## config.mk

```make
export PLATFORM = sky130hd
export DESIGN_NAME = fetch_unit
export DESIGN_NICKNAME = d
export VERILOG_FILES = /design/src/rtl/fetch_unit.sv
export SDC_FILE = /design/constraint.sdc
export NUM_CORES = 1
export LEC_CHECK = 0
export CAP_MARGIN = 0
export CORE_ASPECT_RATIO = 0.9
export CORE_MARGIN = 2
export CORE_UTILIZATION = 40
export CTS_CLUSTER_SIZE = 16
export DETAILED_ROUTE_END_ITERATION = 7
export GPL_TIMING_DRIVEN = 0
export PLACE_DENSITY = 0.83
export SLEW_MARGIN = 10
export SYNTH_ARGS = -nofsm -noshare
export SYNTH_HDL_FRONTEND = slang
export SYNTH_SLANG_ARGS = --single-unit
```

## constraint.sdc

```tcl
create_clock -name clk -period 3.6 [get_ports clk]
set_input_delay 0.72 -clock clk [delete_from_list [all_inputs] [get_ports clk]]
set_output_delay 0.72 -clock clk [all_outputs]
set_load 0.01 [all_outputs]
```

## src/rtl/fetch_unit.sv

```systemverilog
// fetch_unit: instruction-fetch stage. Owns the architectural PC, fetches one
// instruction at a time over a req/gnt/rvalid memory handshake and hands it
// to decode over a valid/ready handshake.
//
// Handshakes:
//   memory : imem_req is held with a stable imem_addr until imem_gnt; exactly
//            one response (imem_rvalid) is owed per grant, arriving at least
//            one cycle later. Only one request is outstanding at a time.
//   decode : instr_valid/instr are held stable until id_ready is seen high
//            in the same cycle; that cycle is the transfer.
//
// Optional feature: define FETCH_PERF_EN to add the perf_fetched and
// perf_flushed event counters and their ports.
//
// dbg_state exposes the FSM state with a fixed encoding:
//   IDLE=0, REQ=1, WAIT=2, HOLD=3, DRAIN=4.
module fetch_unit #(
    parameter logic [31:0] RESET_PC = 32'h0000_0000
) (
    input  logic        clk,
    input  logic        rstn,
    input  logic [31:0] npc,
    output logic [31:0] pc,
    input  logic        flush,
    input  logic [31:0] flush_pc,
    output logic        imem_req,
    output logic [31:0] imem_addr,
    input  logic        imem_gnt,
    input  logic        imem_rvalid,
    input  logic [31:0] imem_rdata,
    output logic        instr_valid,
    output logic [31:0] instr,
    input  logic        id_ready,
`ifdef FETCH_PERF_EN
    output logic [31:0] perf_fetched,
    output logic [31:0] perf_flushed,
`endif
    output logic [2:0]  dbg_state
);

    typedef enum logic [2:0] {
        IDLE  = 3'd0,
        REQ   = 3'd1,
        WAIT  = 3'd2,
        HOLD  = 3'd3,
        DRAIN = 3'd4
    } state_t;

    state_t      state, state_nxt;
    logic        pc_load;
    logic [31:0] pc_nxt;
    logic        instr_load;
    logic        handshake;

    // Next-state, PC update and capture decisions; flush overrides everything.
    always_comb begin
        state_nxt  = state;
        pc_load    = 1'b0;
        pc_nxt     = pc;
        instr_load = 1'b0;
        handshake  = 1'b0;
        if (flush) begin
            pc_load = 1'b1;
            pc_nxt  = {flush_pc[31:2], 2'b00};
            case (state)
                IDLE:    state_nxt = REQ;
                REQ:     state_nxt = imem_gnt ? DRAIN : REQ;
                WAIT:    state_nxt = imem_rvalid ? REQ : DRAIN;
                HOLD:    state_nxt = REQ;
                DRAIN:   state_nxt = imem_rvalid ? REQ : DRAIN;
                default: state_nxt = IDLE;
            endcase
        end else begin
            case (state)
                IDLE: state_nxt = REQ;
                REQ: begin
                    if (imem_gnt) state_nxt = WAIT;
                end
                WAIT: begin
                    if (imem_rvalid) begin
                        instr_load = 1'b1;
                        state_nxt  = HOLD;
                    end
                end
                HOLD: begin
                    if (id_ready) begin
                        handshake = 1'b1;
                        pc_load   = 1'b1;
                        pc_nxt    = {npc[31:2], 2'b00};
                        state_nxt = REQ;
                    end
                end
                DRAIN: begin
                    // Response owed by an aborted fetch: swallow it.
                    if (imem_rvalid) state_nxt = REQ;
                end
                default: state_nxt = IDLE;
            endcase
        end
    end

    // State, PC and instruction registers.
    always_ff @(posedge clk or negedge rstn) begin
        if (!rstn) begin
            state <= IDLE;
            pc    <= {RESET_PC[31:2], 2'b00};
            instr <= 32'h0;
        end else begin
            state <= state_nxt;
            if (pc_load)    pc    <= pc_nxt;
            if (instr_load) instr <= imem_rdata;
        end
    end

`ifdef FETCH_PERF_EN
    // Event counters: delivered instructions and flushes seen outside IDLE.
    always_ff @(posedge clk or negedge rstn) begin
        if (!rstn) begin
            perf_fetched <= 32'h0;
            perf_flushed <= 32'h0;
        end else begin
            if (handshake)                perf_fetched <= perf_fetched + 32'd1;
            if (flush && (state != IDLE)) perf_flushed <= perf_flushed + 32'd1;
        end
    end
`endif

    // Moore outputs decoded from the state register.
    always_comb begin
        imem_req    = (state == REQ);
        instr_valid = (state == HOLD);
        imem_addr   = pc;
        dbg_state   = state;
    end

endmodule

```

# Yosys cells after proc, flatten, opt, wreduce, memory -nomap -nowiden
# Index checks and enable logic that the tools add are counted.
# classes
n_eq_ne,8
muxes,18
reduce_logical,7
# ops
operator,count
$mux 32,3
$mux 3,7
$pmux 3 s5,1
$pmux 3 s3,1
$eq 3x2->1 const B,2
$mux 1,6
$ne 3x2->1 const B,2
$ne 3x3->1 const B,2
$reduce_and 4->1,1
$reduce_bool 2->1,2
$reduce_or 2->1,2
$eq 3x1->1 const B,1
$eq 3x3->1 const B,1
$logic_not 3->1,1
$reduce_and 3->1,1
# word_totals
regBits,67
output_inout_bits,101

# Longest topological paths before layout
# Gate-level depths: netlist of run 1.
# depth
word_depth,4
ltp_mapped,5
mapped_depth_nobuf,3

# Worst setup path after synthesis of run 1
# Ideal clock, no wire load.
# synth_timing
path_type,input to register
startpoint,input flush
endpoint,register instr[0]
setup_ns,0.125
arrival_time_ns,1.922
required_time_ns,3.475
slack_ns,1.553
path_stages,5
n_path_buf,3
path_cell_list,buf_6 > or4_4 > buf_6 > buf_12 > mux2_4
# synth_via
elab_chain_len,1
# synth_rtl
element,line_no,rtl
from (decl),24,"input logic flush,"
$mux 1,62,if (flush) begin
to (signal assigned),111,if (instr_load) instr <= imem_rdata;
to (decl),32,"output logic [31:0] instr,"
# Every way passes these cells.
# A chain may end at the register's enable or synchronous reset.

# Worst setup path in the final report of run 1
# layout_timing
startpoint,"register state[0], in the netlist dbg_state[0]"
endpoint,output imem_req
# layout_via
elab_chain_len,1
# layout_rtl
element,line_no,rtl
from (decl),49,"state_t state, state_nxt;"
from (signal assigned),109,state <= state_nxt;
$eq 3x1->1,130,imem_req = (state == REQ);
to (decl),26,"output logic imem_req,"
# Every way passes these cells.

==> results by group, run 1 <==
Logic synthesis
  – Ranking of synthesized cells by area: dfrtp_1 (50%), mux2_2 (21%), mux2_4 (14%)
  – Register bit count reported by yosys: 65
  – Synth area leader: dfrtp_1
  – Sequential area share after synthesis: about half
  – Mean post-synth cell area: between 10 and 15 um^2
  – Syn Inst Count: about 220
  – Cell Area, Synth: 0.00326 mm^2
  – Synth top area share: between 40% and 50%
  – Cell variety after synth: 22
  – Synthesis Warnings: 0

Setup path
  – Worst-path maximum fanout: 9
  – Critical-path cell list: buf_2 > nor3b_1 > clkdlybuf4s50_1
  – Crit-path slowest cell: clkdlybuf4s50_1
  – Worst Path Arrival: 1630 ps
  – R2R cell count: 5
  – Critical path capture point type: output pin
  – CP startpoint: dbg_state[0]
  – Data required, critical path: between 2000 and 3000 ps
  – CP Class: flop to output pin
  – Critical Path Max Stage Delay: 580 ps
  – CP Launch Type: flop
  – Worst r2r src: dbg_state[0]
  – R2R setup slack: approximately 1800 ps
  – RR Endpoint: instr[8]

Outcome
  – Status: complete, no violations

STA
  – Setup TNS: 0 ps
  – Setup violators final: 0
  – Fmax: about 430 MHz
  – Slew Limit Headroom: 46.1%
  – Unrepaired setup endpoints after global routing: false
  – Fin crit share: 65.2%
  – Max Clock Skew: about 16 ps
  – Hold_ws: 478 ps
  – Max Slew Vio Count: 0
  – Worst-Margin Slew: between 800 and 900 ps
  – Minimum clock period: approximately 2300 ps
  – Final hold violation count: 0

Detailed routing
  – Post-DR vias/cell: between 4 and 5
  – Drt pass-1 iters: 4
  – DRT Wirelength: 8360 um
  – Routed WL per cell: between 15 and 20 um
  – Initial DRC count: 49
  – Vias post-DR: ~2400
  – Post-route ant nets: 0
  – DRC viols: 0

Placement
  – Gp weighted congestion: around 0.75
  – Port bufs: just under 200
  – Dpl hpwl: about 6500 um
  – Placed Area: 0.00532 mm^2
  – Placed Cells: approximately 520

Finish
  – Nets@finish: 530
  – Share of layout cells above drive strength 1: about 35%
  – Fin area: about 0.0055 mm^2
  – N_diodes: 0
  – Layout Cells excl Fill: roughly 530
  – Most frequent cells in the layout: clkdlybuf4s50_1 (192), dfrtp_1 (65), mux2_2 (62), buf_4 (35), mux2_4 (30)
  – Most common cell after layout, fill and taps aside: clkdlybuf4s50_1
  – Syn-to-layout area delta: 70.1%

Clock network
  – Setup Buffers After CTS: 0
  – Clk buf depth: 2
  – Cts repair resizes: 0
  – Clock sinks: 65
  – Cts bufs inserted: 9
  – H-tree depth: 3
  – CTS tree: built
  – Worst-skew pair later-pin latency: 330 ps
  – Clock transition at the registers of the reported paths: ~70 ps
  – Root Driver: clkbuf_8
  – Hold buffers post-CTS: 0

Floorplanning
  – Die span in y: roughly 90 um
  – Starting Density: approximately two fifths
  – Core footprint: roughly 0.0080 mm^2
  – Num ports: slightly above 200
  – Std cell rows: 31
  – Die Span X: roughly 100 um
  – Die Footprint: around 0.0089 mm^2

Pwr
  – Sw Share: 27.5%
  – Switching power: between 800 and 900 uW
  – Clock power share: roughly 22%
  – Power Density: between 500 and 600 mW/mm^2
  – Leak: around 0.0025 uW
  – Flop pwr share: between 30% and 40%
  – Comb power frac: 42.6%
  – Int Power: 2210 uW
  – Worst vdd ir: between 300 and 400 uV

Global routing
  – Antenna violations before repair: 0
  – Grt total ovfl: 0
  – Number of global-route vias before repair: 2516
  – Largest net degree at the start of global routing: 66
  – First-pass GRT wire length: 12500 um
  – Overall fraction of global-route tracks in use: between 15 and 20%

Run
  – Max-cap viol count: 0

Hold path
  – Class of the worst hold path: primary input to async pin
[logic make-up after synthesis]
family                 share of synthesized area, %
multiplexers                                   35.3
flip-flops                                     50.0
buffers and inverters                          11.3
AND/OR/NAND/NOR                                2.11
AO/OA/AOI/OAI                                  1.19
other                                         0.115
[synth_stat cells]
library cell and number:
buf_6 2, mux2_2 62, a21oi_1 1, or4_4 1
dfrtp_1 65, nor3_1 1, conb_1 1, clkbuf_1 3
nor3b_1 1, o21ai_0 2, buf_2 4, nor2_1 1
buf_12 3, nand2_1 2, buf_4 34, o32ai_1 1
and3_1 1, a22oi_1 2, nand2b_1 2, nor2b_1 1
mux2_4 30, and3b_1 1
[state kept, by name, summed over array words and instances (netlist names)]
signal,flops
imem_addr,30
instr,32
dbg_state,3
[power groups by stage]
stage | clock network [uW] | registers, uW | logic [uW]
finish | 675 | 1080 | 1300
global route | 732 | 1100 | 1380
CTS | 692 | 1080 | 1320
detailed placement | 0 | 1080 | 1310
global placement | 0 | 1070 | 1290
floorplan | 0 | 1160 | 483
[metal layers]
layer	vias up	GRT usage, %	part of all wire, %
met5	-	0	0
met4	0	4.86	0.57
met3	6	4.26	7.4
met2	114	33.7	53
met1	1163	20.9	39
li1	1143	-	-
[worst max path at each step]
stage | to | slack [ps] | cells after the start
3_3_place_gp | imem_addr[19] | -300 | 1
6_report | imem_req | 1250 | 3
2_1_floorplan | instr[0] | 1550 | 5
5_1_grt | imem_req | 1110 | 3
4_1_cts | imem_req | 1210 | 3
3_5_place_dp | instr[16] | 1170 | 6
[critical path: cells and delay by family (launching register included)]
family                 cells  cell delay [ps]
buffers and inverters      2              760
DFF                        1              340
and+or+nand+nor            1              200
[through the flow]
step,total power [uW],setup WS (ps),util (%)
6_report,3050,1250,69.3
5_1_grt,3210,1110,69.3
4_1_cts,3090,1210,69.3
3_5_place_dp,2400,1170,66.6
3_3_place_gp,2360,-302,66.6
2_1_floorplan,1640,1550,-
[final cells by class]
type,count,area [um^2]
fillers,601,2450
repair buffers,193,1930
flip-flops and latches,65,1630
multi-input cells,113,1270
plain buffers,46,369
clock buffers,9,124
well taps,99,124
clock inverters,7,95.1
No activity file was read; power rests on OpenSTA's default activity.
==> run 2: changes to the inputs <==
--- a/config.mk
+++ b/config.mk
@@ -8,11 +8,11 @@
 export CAP_MARGIN = 0
 export CORE_ASPECT_RATIO = 0.9
 export CORE_MARGIN = 2
-export CORE_UTILIZATION = 40
+export CORE_UTILIZATION = 34
 export CTS_CLUSTER_SIZE = 16
 export DETAILED_ROUTE_END_ITERATION = 7
 export GPL_TIMING_DRIVEN = 0
-export PLACE_DENSITY = 0.83
+export PLACE_DENSITY = 0.75
 export SLEW_MARGIN = 10
 export SYNTH_ARGS = -nofsm -noshare
 export SYNTH_HDL_FRONTEND = slang
==> constraint.sdc (replaced) <==
create_clock -name clk -period 2 [get_ports clk]
set_input_delay 0.4 -clock clk [delete_from_list [all_inputs] [get_ports clk]]
set_output_delay 0.4 -clock clk [all_outputs]
set_load 0.01 [all_outputs]
==> run 2 against run 1 <==
The run now ends with negative hold slack left. Cell count grew 4.3%. Worst setup slack worse by 1100 ps. Via count decreased by 0.74%. First-iteration DRC count is 20% lower. Non-clock buffer count is 1 higher. Worst hold slack worse by 480 ps. Sequential share of layout area fell by 0.18 points. Sequential power increased by 79%. Largest cell class unchanged. Clock power grew 76%. Core utilization shrank 8.8 points. Sequential cell count is the same. Total power grew 78%.
==> results by group, run 2 (synthesis results as in run 1) <==
Outcome
  – Violated checks: negative hold slack
  – Status: finished, violations left

Clock network
  – Cts bufs inserted: 9 (unchanged)
  – CTS tree: built
  – H-tree depth: 3 (unchanged)
  – Clock transition at the registers of the reported paths: 70 ps (about the same)
  – Worst-skew pair later-pin latency: 330 ps (about the same)
  – Root Driver: clkbuf_8
  – Hold buffers post-CTS: 0 (unchanged)
  – Clock sinks: 65 (unchanged)
  – Clk buf depth: 2 (unchanged)
  – Cts repair resizes: 3 (+3)
  – Setup Buffers After CTS: 0 (unchanged)

Setup path
  – CP Launch Type: flop
  – Critical-path cell list: clkdlybuf4s50_1
  – Worst-path maximum fanout: 9 (unchanged)
  – Critical path capture point type: output pin
  – Data required, critical path: 1600 ps (-1280 ps)
  – Cell family contributing the most delay on the critical path: buffers and inverters
  – Critical Path Max Stage Delay: 610 ps (+30 ps)
  – Crit path buffers/inverters: 1 (-1)
  – Crit-path slowest cell: clkdlybuf4s50_1
  – CP Class: flop to output pin
  – Worst Path Arrival: 1420 ps (-210 ps)

Pwr
  – Power Density: 976 mW/mm^2 (+77%)
  – Clock power share: 21.9% (-0.2 points)
  – Switching power: 1480 uW (+76%)
  – Flop pwr share: 35.5% (+0.2 points)
  – Comb power frac: 42.7% (about the same)
  – Sw Share: 27.1% (-0.41 points)
  – Leak: 0.00248 uW (+0.29%)
  – Worst vdd ir: 446 uV (+36%)
  – Int Power: 3970 uW (+79%)
  – Power after layout: 5440 uW (+78%)

Finish
  – Syn-to-layout area delta: 71.3%
  – Final Core Density: 60.6% (-8.8 points)
  – Register area: 0.00163 mm^2 (about the same)
  – Fill cells: 783 (+30%)
  – Footprint of the multi-input gates: 0.00127 mm^2 (unchanged)
  – Largest Register: instr
  – N_diodes: 0 (unchanged)
  – Layout Cells excl Fill: 555 (+4.3%)
  – Share of layout cells above drive strength 1: 35.3% (unchanged)
  – Nets@finish: 531 (+0.19%)
  – Max reg flops: 32 (unchanged)
  – Most frequent cells in the layout: clkdlybuf4s50_1 (190), dfrtp_1 (64), mux2_2 (62), buf_4 (35), mux2_4 (30)
  – Most common cell after layout, fill and taps aside: clkdlybuf4s50_1

Placement
  – Port bufs: 193 (unchanged)
  – Dpl hpwl: 6550 um (+0.98%)
  – Gp weighted congestion: 0.716 (-3.9%)
  – Placed Cells: 540 (+4.7%)

Global routing
  – Largest net degree at the start of global routing: 34 (-48%)
  – Grt total ovfl: 0 (unchanged)
  – Overall fraction of global-route tracks in use: 16.2% (-1.8 points)
  – Number of global-route vias before repair: 2557 (+1.6%)
  – First-pass GRT wire length: 13200 um (+5.2%)
  – Antenna violations before repair: 0 (unchanged)

Detailed routing
  – Initial DRC count: 39 (-20%)
  – Drt pass-1 iters: 4 (unchanged)
  – DRT Wirelength: 8320 um (-0.44%)
  – Post-DR vias/cell: 4.34 (-4.9%)
  – DRC viols: 0 (unchanged)
  – Routed WL per cell: 15.0 um (-4.6%)
  – Post-route ant nets: 0 (unchanged)
  – Vias post-DR: 2408 (-0.74%)

STA
  – Max Slew Vio Count: 0 (unchanged)
  – Hold_ws: -1.55 ps (-479 ps)
  – Setup violators final: 0 (unchanged)
  – Fin crit share: 91.1%
  – Fmax: between 500 and 600 MHz
  – Unrepaired setup endpoints after global routing: false
  – Slew Limit Headroom: 57.3% (+11 points)
  – Worst-Margin Slew: 640 ps (-168 ps)
  – Final hold violation count: 1 (+1)
  – Minimum clock period: between 1500 and 2000 ps
  – Max Clock Skew: 8.76 ps (-7.07 ps)

Floorplanning
  – Die span in y: 96.8 um (+8.1%)
  – Starting Density: 35.4% (-5.4 points)
  – Core footprint: 0.00921 mm^2 (+15%)
  – Num ports: 203 (unchanged)
  – Die Footprint: 0.0104 mm^2 (+17%)
  – Std cell rows: 33 (+6.5%)
  – Die Span X: 107 um (+8.1%)

Hold path
  – Class of the worst hold path: primary input to async pin

Run
  – Max-cap viol count: 0 (unchanged)
## run 2: cell types whose count changed in the layout (fill, tap and decap cells not counted)
cell and change:
clkdlybuf4s50_1 -2, dlygate4sd2_1 +2, clkinv_2 -1, dfrtp_2 +1
dfrtp_1 -1, buf_12 +1, clkinv_4 -1, clkbuf_1 +1
## run 2: path summary, 6_finish.rpt
check	cells after the start	slack, ps	start	to
setup / recovery	1	180	dbg_state[1]	dbg_state[1]
hold / removal	1	-2	rstn	imem_addr[17]
setup reg to reg	5	230	dbg_state[0]	instr[11]
hold reg to reg	1	510	instr[25]	instr[25]
max in group asynchronous	2	1470	rstn	instr[19]
min in group clk	3	490	flush	imem_addr[31]
## run 2: area by class of cell
class / count / share of cell area, %
repair buffers: 194 / 34.9
flip-flops and latches: 65 / 29.2
multi-input cells: 113 / 22.8
plain buffers: 46 / 6.62
well taps: 122 / 2.74
clock buffers: 10 / 2.29
clock inverters: 5 / 1.46
## run 2: per-layer routing
layer | global-route usage (%) | vias up | part of all wire, %
met5 | 0 | - | 0
met2 | 27.8 | 111 | 51
li1 | - | 1147 | -
met1 | 19.3 | 1137 | 40
met4 | 5.99 | 0 | 1.9
met3 | 4.18 | 13 | 7.2
## run 2: power groups by stage
stage | sequential [uW] | combinational [uW] | clock (uW)
after global routing | 1980 | 2460 | 1290
after floorplan | 2090 | 870 | 0
after CTS | 1930 | 2360 | 1230
after global placement | 1940 | 2320 | 0
after detailed placement | 1940 | 2370 | 0
final | 1930 | 2320 | 1190
## run 2: stage by stage
step / worst slack, ps / cell area (um^2) / TNS [ps]
after floorplan: 240 / 3270 / 0
after global placement: -1640 / 5350 / -109330
after detailed placement: -123 / 5370 / -3450
after CTS: 156 / 5580 / 0
after global routing: 101 / 5580 / 0
final: 178 / 5580 / 0
==> run 3: changes to the inputs <==
--- a/config.mk
+++ b/config.mk
@@ -11,9 +11,8 @@
 export CORE_UTILIZATION = 34
 export CTS_CLUSTER_SIZE = 16
 export DETAILED_ROUTE_END_ITERATION = 7
-export GPL_TIMING_DRIVEN = 0
 export PLACE_DENSITY = 0.75
-export SLEW_MARGIN = 10
+export SKIP_LAST_GASP = 1
 export SYNTH_ARGS = -nofsm -noshare
 export SYNTH_HDL_FRONTEND = slang
 export SYNTH_SLANG_ARGS = --single-unit
==> run 3 against run 2 <==
The flow now finishes without violations. Wire length shrank 4.9%. Combinational power shrank 6%. Critical path type unchanged. Highest routed layer unchanged. Global-route usage shrank 0.67 points. Critical endpoint is now instr_valid. Clock power shrank 7%. Largest power group unchanged. Via count shrank 4.7%. Non-clock buffer count shrank 40. Sequential power is essentially flat. First-iteration DRC count shrank 18%.
==> results by group, run 3 (synthesis results as in run 1) <==
Outcome
  – Status: complete, no violations

Setup path
  – Data required, critical path: 1600 ps (about the same)
  – CP endpoint: instr_valid
  – R2R cell count: 4 (-1)
  – Critical path capture point type: output pin
  – Worst-path maximum fanout: 9 (unchanged)
  – RR Endpoint: imem_addr[13]
  – CP startpoint: dbg_state[2]
  – R2R setup slack: 320 ps (+90 ps)
  – CP Class: flop to output pin
  – CP Launch Type: flop
  – Worst r2r src: dbg_state[1]
  – Worst Path Arrival: 1370 ps (-50 ps)

Run
  – Max-cap viol count: 0 (unchanged)

STA
  – Setup violators final: 0 (unchanged)
  – Fmax: 564 MHz (+2.8%)
  – Setup TNS: 0 ps (unchanged)
  – Unrepaired setup endpoints after global routing: false
  – Max Slew Vio Count: 0 (unchanged)
  – Minimum clock period: 1770 ps (-50.4 ps)
  – Final hold violation count: 0 (-1)
  – Fin crit share: 88.6% (-2.5 points)
  – Max Clock Skew: 9.71 ps (+0.947 ps)

Clock network
  – Root Driver: clkbuf_8
  – CTS tree: built
  – H-tree depth: 3 (unchanged)
  – Cts bufs inserted: 9 (unchanged)
  – Clock sinks: 65 (unchanged)
  – Clk buf depth: 2 (unchanged)
  – Hold buffers post-CTS: 0 (unchanged)
  – Worst-skew pair later-pin latency: 340 ps (about the same)
  – Cts repair resizes: 5 (+2)
  – Setup Buffers After CTS: 0 (unchanged)
  – Clock transition at the registers of the reported paths: 70 ps (about the same)

Detailed routing
  – Drt pass-1 iters: 3 (-1)
  – DRC viols: 0 (unchanged)
  – Initial DRC count: 32 (-18%)
  – Post-route ant nets: 0 (unchanged)
  – Routed WL per cell: 15.3 um (+2.3%)
  – Vias post-DR: 2295 (-4.7%)
  – Post-DR vias/cell: 4.45 (+2.5%)
  – DRT Wirelength: 7910 um (-4.9%)

Pwr
  – Leak: 0.00228 uW (-7.8%)
  – Power Density: 989 mW/mm^2 (+1.3%)
  – Worst vdd ir: 489 uV (+9.7%)

Global routing
  – Antenna violations before repair: 0 (unchanged)
  – Largest net degree at the start of global routing: 66 (+94%)
  – First-pass GRT wire length: 12600 um (-4.2%)
  – Overall fraction of global-route tracks in use: 15.5% (-0.67 points)
  – Grt total ovfl: 0 (unchanged)
  – Number of global-route vias before repair: 2489 (-2.7%)

Finish
  – Syn-to-layout area delta: 62.4%
  – Nets@finish: 491 (-7.5%)
  – Most common cell after layout, fill and taps aside: clkdlybuf4s50_1
  – Largest Register: instr
  – N_diodes: 0 (unchanged)
  – Fin area: 0.00529 mm^2 (-5.2%)
  – Most frequent cells in the layout: clkdlybuf4s50_1 (190), dfrtp_1 (63), mux2_2 (62), mux2_4 (30), clkbuf_8 (10)
  – Max reg flops: 32 (unchanged)
  – Share of layout cells above drive strength 1: 30.5% (-4.9 points)

Floorplanning
  – Std cell rows: 33 (unchanged)
  – Starting Density: 35.4% (unchanged)
  – Die span in y: 96.8 um (unchanged)
  – Core footprint: 0.00921 mm^2 (unchanged)
  – Die Footprint: 0.0104 mm^2 (unchanged)
  – Num ports: 203 (unchanged)
  – Die Span X: 107 um (unchanged)

Hold path
  – Class of the worst hold path: primary input to async pin

Placement
  – Port bufs: 194 (+0.52%)
  – Gp weighted congestion: 0.686 (-4.2%)
  – Dpl hpwl: 5910 um (-9.9%)
  – Placed Area: 0.00509 mm^2 (-5.2%)
run 3: cell count changes in the layout (fill, tap and decap cells not counted), sizes merged:
cell      change
clkbuf        -2
clkinvlp      +1
bufinv        -1
buf          -37
run 3: per-stage QoR:
step | hold slack (ps) | utilization [%] | instances | total power [uW] | setup WS, ps
finish | 70.0 | 57.4 | 516 | 5230 | 228
global route | 92.2 | 57.4 | 516 | 5500 | 162
CTS | 67.6 | 57.4 | 516 | 5310 | 191
detailed placement | 444 | 55.3 | 500 | 4160 | -34.7
global placement | 441 | 55.3 | 500 | 4120 | -23.2
floorplan | 104 | - | 224 | 2960 | 240
run 3: critical path, stage by stage, from the launching register on:
cell	delay [ps]
dfrtp_2	460
and3b_2	290
dlygate4sd2_1	290
run 3: metal layers:
layer	track usage [%]	share of wire, %
met1	17.5	39
met2	27.4	52
met3	4.45	8.0
met4	5.99	1.7
met5	0	0
run 3: worst min-delay path by stage:
| stage | startpoint | end | slack [ps] | cells after the start |
|---|---|---|---|---|
| 6_report | rstn | imem_addr[16] | 70 | 2 |
| 5_1_grt | rstn | imem_addr[16] | 90 | 2 |
| 4_1_cts | rstn | imem_addr[16] | 70 | 2 |
| 3_5_place_dp | rstn | imem_addr[16] | 440 | 2 |
| 3_3_place_gp | rstn | imem_addr[15] | 440 | 2 |
| 2_1_floorplan | rstn | dbg_state[0] | 100 | 0 |
run 3: area by class of cell:
cell class	instances	area (um^2)
Sequential cell	65	1630
Tap cell	122	153
Clock inverter	5	55.1
Clock buffer	11	141
Multi-Input combinational cell	113	1280
Fill cell	781	3920
Timing Repair Buffer	200	2020
run 3: power by group:
part | internal, uW | switching, uW | leakage [uW]
clock | 606 | 504 | 0.0000953
combinational | 1470 | 697 | 0.00139
sequential | 1680 | 269 | 0.000801
